===== src/rtl/reset_button_ctrl.sv =====
// reset_button_ctrl
//   Board-level active-low reset generator. Holds sys_reset_n low for a
//   power-on interval, then follows a debounced active-low pushbutton: a
//   debounced press asserts reset, and a debounced release starts a fixed
//   stretch before reset is released again. sys_reset_n is registered, so
//   its deassertion is always synchronous to clk.
//
// Ports
//   clk          in   system clock
//   reset_n      in   asynchronous active-low reset (power-on / PLL lock)
//   btn_n        in   raw pushbutton, active-low, asynchronous, bouncy
//   sys_reset_n  out  registered active-low reset to downstream stages
//   btn_pressed  out  debounced button level, 1 = pressed
//   press_pulse  out  one-clock strobe on each debounced press
module reset_button_ctrl #(
    parameter int unsigned POR_CYCLES      = 1024,
    parameter int unsigned DEBOUNCE_CYCLES = 250000,
    parameter int unsigned STRETCH_CYCLES  = 16
) (
    input  logic clk,
    input  logic reset_n,
    input  logic btn_n,
    output logic sys_reset_n,
    output logic btn_pressed,
    output logic press_pulse
);

    localparam int unsigned MAX_A      = (POR_CYCLES > DEBOUNCE_CYCLES) ? POR_CYCLES : DEBOUNCE_CYCLES;
    localparam int unsigned MAX_CYCLES = (MAX_A > STRETCH_CYCLES) ? MAX_A : STRETCH_CYCLES;
    localparam int unsigned CNT_W      = (MAX_CYCLES > 1) ? $clog2(MAX_CYCLES) : 1;

    localparam logic [CNT_W-1:0] POR_LAST = CNT_W'(POR_CYCLES - 1);
    localparam logic [CNT_W-1:0] DEB_LAST = CNT_W'(DEBOUNCE_CYCLES - 1);
    localparam logic [CNT_W-1:0] STR_LAST = CNT_W'(STRETCH_CYCLES - 1);

    typedef enum logic [1:0] {
        ST_POR,
        ST_RUN,
        ST_HOLD,
        ST_STRETCH
    } state_t;

    state_t           state;
    state_t           state_next;
    logic             sync1;
    logic             btn_sync;
    logic             btn_db;      // debounced level, active-low like btn_n
    logic [CNT_W-1:0] deb_cnt;
    logic [CNT_W-1:0] st_cnt;
    logic             db_pressed;

    assign db_pressed = ~btn_db;

    // Two-flop synchroniser; btn_n goes straight into the first flop.
    always_ff @(posedge clk or negedge reset_n) begin
        if (!reset_n) begin
            sync1    <= 1'b1;
            btn_sync <= 1'b1;
        end else begin
            sync1    <= btn_n;
            btn_sync <= sync1;
        end
    end

    // Debounce: a level change is accepted only after DEBOUNCE_CYCLES
    // consecutive mismatching samples; any agreement restarts the count.
    always_ff @(posedge clk or negedge reset_n) begin
        if (!reset_n) begin
            btn_db  <= 1'b1;
            deb_cnt <= '0;
        end else if (btn_sync == btn_db) begin
            deb_cnt <= '0;
        end else if (deb_cnt == DEB_LAST) begin
            btn_db  <= btn_sync;
            deb_cnt <= '0;
        end else begin
            deb_cnt <= deb_cnt + CNT_W'(1);
        end
    end

    // btn_pressed holds last cycle's debounced level, so a rising edge of
    // the debounced press is detected against it without an extra flop.
    always_ff @(posedge clk or negedge reset_n) begin
        if (!reset_n) begin
            btn_pressed <= 1'b0;
            press_pulse <= 1'b0;
        end else begin
            btn_pressed <= db_pressed;
            press_pulse <= db_pressed & ~btn_pressed;
        end
    end

    always_ff @(posedge clk or negedge reset_n) begin
        if (!reset_n) begin
            state       <= ST_POR;
            st_cnt      <= '0;
            sys_reset_n <= 1'b0;
        end else begin
            state       <= state_next;
            sys_reset_n <= (state_next == ST_RUN);
            // Shared counter: cleared on every state entry, counts only in
            // POR and STRETCH, so it stays at zero in RUN and HOLD.
            if (state_next != state) begin
                st_cnt <= '0;
            end else if (state == ST_POR || state == ST_STRETCH) begin
                st_cnt <= st_cnt + CNT_W'(1);
            end
        end
    end

    always_comb begin
        state_next = state;
        case (state)
            ST_POR: begin
                if (st_cnt == POR_LAST) begin
                    state_next = db_pressed ? ST_HOLD : ST_RUN;
                end
            end
            ST_RUN: begin
                if (db_pressed) begin
                    state_next = ST_HOLD;
                end
            end
            ST_HOLD: begin
                if (!db_pressed) begin
                    state_next = ST_STRETCH;
                end
            end
            ST_STRETCH: begin
                if (db_pressed) begin
                    state_next = ST_HOLD;
                end else if (st_cnt == STR_LAST) begin
                    state_next = ST_RUN;
                end
            end
            default: state_next = ST_POR;
        endcase
    end

endmodule


===== config.mk =====
export PLATFORM = sky130hd
export DESIGN_NAME = reset_button_ctrl
export DESIGN_NICKNAME = d
export VERILOG_FILES = /design/src/rtl/reset_button_ctrl.sv
export SDC_FILE = /design/constraint.sdc
export NUM_CORES = 1
export LEC_CHECK = 0
export ABC_AREA = 1
export BUFFER_PORTS_ARGS = -buffer_cell sky130_fd_sc_hd__buf_2
export CORE_MARGIN = 2
export CORE_UTILIZATION = 25
export CTS_BUF_LIST = sky130_fd_sc_hd__clkbuf_4 sky130_fd_sc_hd__clkbuf_8 sky130_fd_sc_hd__clkbuf_16
export CTS_CLUSTER_DIAMETER = 30
export DETAILED_ROUTE_END_ITERATION = 6
export PLACE_DENSITY_LB_ADDON = 0.2
export SLEW_MARGIN = 20
export SYNTH_ARGS = -nofsm -noshare
export SYNTH_HDL_FRONTEND = slang
export SYNTH_SLANG_ARGS = --single-unit

===== constraint.sdc =====
create_clock -name clk -period 2.2 [get_ports clk]
set_input_delay 0 -clock clk [delete_from_list [all_inputs] [get_ports clk]]
set_output_delay 0 -clock clk [all_outputs]
set_load 0.01 [all_outputs]

==> key figures <==
Outcome
  • Status: finished, final reports clean

Clock network
  • CTS tree: done
  • Clock latency on the worst-skew pair: 300 ps
  • Root buf cell: clkbuf_8
  • TritonCTS sink count: 44
  • H-tree depth: 2
  • Clock transition at path regs: 100 ps
  • CTS Buf Count: 5
  • Clock buffer depth: 2

Worst setup path
  • CP arrival: 2210 ps
  • Critical path depth: 11
  • Reg2reg end: st_cnt[16]$_DFFE_PN0P_
  • CP peak stage delay: 420 ps
  • Top delay family on crit path: simple AND/OR/NAND/NOR gates
  • Crit path cell chain: inv_1 -> ha_1 -> nor2_2 -> nand2_1 -> nor2_1 -> nand3_1 -> nor3_2 -> nand3_2 -> o21ai_0 -> nand2_1 -> nor2_2
  • Crit Path Class: register to register
  • Worst-path fanout max: 6
  • CP bufs+invs: 1
  • Worst Setup End Kind: register
  • Crit path from: state[1]$_DFF_PN0_
  • WP data required: roughly 2400 ps
  • Crit path launch type: register
  • Reg2reg setup slack: around 220 ps
  • CP max-delay cell: dfrtp_2
  • Worst setup endpoint: st_cnt[16]$_DFFE_PN0P_
  • R2R cell count: 11
  • RR Startpoint: state[1]$_DFF_PN0_

GRT
  • Gr usage total: 10.5%
  • Largest net degree at the start of global routing: 25
  • Total gr overflow: 0
  • First-pass GRT wire length: between 8 and 9 mm
  • Initial antenna violation count: 0
  • Vias in the first global route: 1897

Route
  • WL met1: around 2.6 mm
  • Top Metal Used: met4
  • Per-cell routed wire length: 10.9 um
  • DR DRC count: 0
  • Final WL: about 4.8 mm
  • Pre-Repair DR Iteration Count: 4
  • Met3 WL: ~100 um
  • Detailed Route Iter0 Violations: 49
  • Vias: 1835
  • WL met2: 2.13 mm
  • Post-route ant nets: 0
  • DR vias/cell: 4.12

Floorplan
  • Initial Utilization: between 20% and 30%
  • Die Wd: 102 um
  • IO Count: 6
  • Full die area: roughly 10000 um^2
  • # rows: 35
  • Die Ht: 102 um
  • Core area: between 9000 and 10000 um^2

Pwr
  • Internal power: 1.17 mW
  • Sequential Power Share: 55.1%
  • Net Switching: 0.324 mW
  • Comb pwr share: ~2.8%
  • Pleak: around 1.2 nW
  • Power density over the cells: between 500 and 600 nW/um^2
  • Clock power share: 42.1%
  • VDD IR max: 0.231 mV
  • Sw Share: a little over a fifth
  • Power Total: 1.49 mW

Timing
  • Worst-Margin Slew: 477 ps
  • Highest clock rate: 0.505 GHz
  • Endpoints failing setup: 0
  • Hold Violations, Final: 0
  • Setup slack after layout: 219 ps
  • Crit share post-route: between 90% and 100%
  • Slew headroom: 67.9%
  • Max-slew violations: 0
  • Minimum clock period: 1980 ps
  • Clock skew: 17.2 ps
  • Unrepaired setup endpoints after global routing: yes

Cells and area
  • Layout area overhead: 15.0%
  • Final nets: 324
  • Share of cells above drive strength 1: 16.8%
  • Fin util: 29.8%
  • Post-route cell area: 2780 um^2
  • Antenna diodes: 0
  • Final Non-Filler Cells: 445

Place
  • IO Port Bufs: 5
  • Area after DPL: 2630 um^2
  • GPL Wtd Cong: 0.789
  • Placed cell count: between 400 and 500
  • Post-DP HPWL: 3.66 mm
  • Place WS: 112 ps

Synth
  • Synth Area in Simple Gates: 32.9%
  • Yosys warnings: 0
  • Synth Area in Compound Gates: 4.04%
  • Post-synthesis register bit count: between 40 and 50
  • Synth Area in Adders: 3.10%
  • Syn Inst Count: 295
  • Post-Synth XOR/XNOR Area: 7.24%
  • Mapped cell area: 2420 um^2
  • Cell variety after synth: 29
  • Post-synth ARST share: 100%
  • Number of flops mapped to enable cells by yosys: 0
  • Main combinational cell family by area after synthesis: simple AND/OR/NAND/NOR gates
  • Post-synth top area share: 42.4%
  • Mean Syn Cell Area: 8.20 um^2
  • Post-Syn Nets: between 300 and 400
  • Mux cell area share after synthesis: 0.466%
  • Most used DFF post-synth: dfrtp_1
  • Sequential share of the synthesized area: a little under half
  • Largest cells by area after synthesis: dfrtp_1 (42%), nor2_1 (8.4%), nand2_1 (8.1%)
  • Post-synth top area cell: dfrtp_1

Min path
  • Worst hold path class: primary input to async pin

Flow run
  • Maxcap violations: 0
power by group through the flow:
stage | Combinational, mW | Sequential, mW | Clock [mW]
5_1_grt | 0.0499 | 0.822 | 0.693
3_5_place_dp | 0.0411 | 0.837 | 0
3_3_place_gp | 0.0410 | 0.837 | 0
4_1_cts | 0.0438 | 0.821 | 0.664
6_report | 0.0416 | 0.820 | 0.628
2_1_floorplan | 0.0134 | 0.835 | 0
cells in the final DEF (no fill, tap or decap), drive strengths merged:
cell and n:
nor2 67, nand2 57, dfrtp 41, inv 36
nand3 21, xor2 16, buf 13, nor3 10
a21oi 9, o21ai 9, nand4 6, ha 6
clkbuf 5, xnor2 4, nor4 3, dfstp 3
dlygate4sd3 2, and3 1, nand3b 1, a21o 1
mux2 1, or2 1, bufinv 1, clkinv 1
clkinvlp 1
area by class of cell:
| cell class | count | area (um^2) |
|---|---|---|
| clock inverter | 3 | 42.5 |
| tap | 129 | 161 |
| timing repair buffer | 15 | 105 |
| sequential | 44 | 1110 |
| clock buffer | 5 | 68.8 |
| fill | 1006 | 6550 |
| inverter | 36 | 135 |
| multi-input combinational | 213 | 1160 |
metal layers:
metal / track usage [%] / vias up
met5: 0 / -
met4: 2.67 / 0
met3: 2.53 / 5
met2: 16.3 / 13
met1: 14.6 / 851
li1: - / 966
registers in the layout, indices dropped and copies added (netlist names):
| signal | cells |
|---|---|
| sys_reset_n | 1 |
| btn_db | 1 |
| deb_cnt | 18 |
| press_pulse | 1 |
| btn_pressed | 1 |
| state | 2 |
| btn_sync | 1 |
| sync1 | 1 |
| st_cnt | 18 |
tightest hold or removal path, cell delays in order:
cell and delay [ps]:
dlygate4sd3_1 520, buf_2 110, buf_4 260
cell families (layout without fill, tap and decap cells):
family,Yosys count,in the layout
flops,44,44
compound gates,19,19
mux,1,1
simple gates,167,167
fa+ha+maj,6,6
buf+inv,38,59
xor+xnor,20,20
Yosys cell counts, types with 2 or more instances:
cell type  instances
nand2_2            5
nand3_2            2
nor2_1            54
nor4_1             3
a21oi_1            9
nand4_1            6
inv_1             35
o21ai_0            8
ha_1               6
nor3_1             9
xnor2_1            4
xor2_1            16
nand2_1           52
nand3_1           18
nor2_4             5
dfrtp_1           41
dfstp_2            3
nor2_2             8
repair_timing:
action                                 4_1_cts  5_1_grt
setup endpoints to repair                    0        1
hold buffers                                 2        0
resized for setup                            0        4
buffers inserted                             0        1
endpoints found under the hold margin       45        0
per-stage QoR:
stage | setup TNS (ps) | hold WS [ps]
final | 0 | 194
after global routing | -30.1 | 236
after CTS | 0 | 187
after detailed placement | 0 | -1.55
after global placement | 0 | 0.0560
after floorplan | 0 | -296
worst min-delay path by stage:
stage	startpoint	end	slack [ps]
floorplan	reset_n	btn_pressed$_DFF_PN0_	-300
global placement	reset_n	deb_cnt[9]$_DFF_PN0_	0.06
detailed placement	reset_n	deb_cnt[9]$_DFF_PN0_	-2
CTS	reset_n	deb_cnt[9]$_DFF_PN0_	190
global route	reset_n	deb_cnt[9]$_DFF_PN0_	240
finish	reset_n	deb_cnt[9]$_DFF_PN0_	190
(Power assumes the default switching activity.)
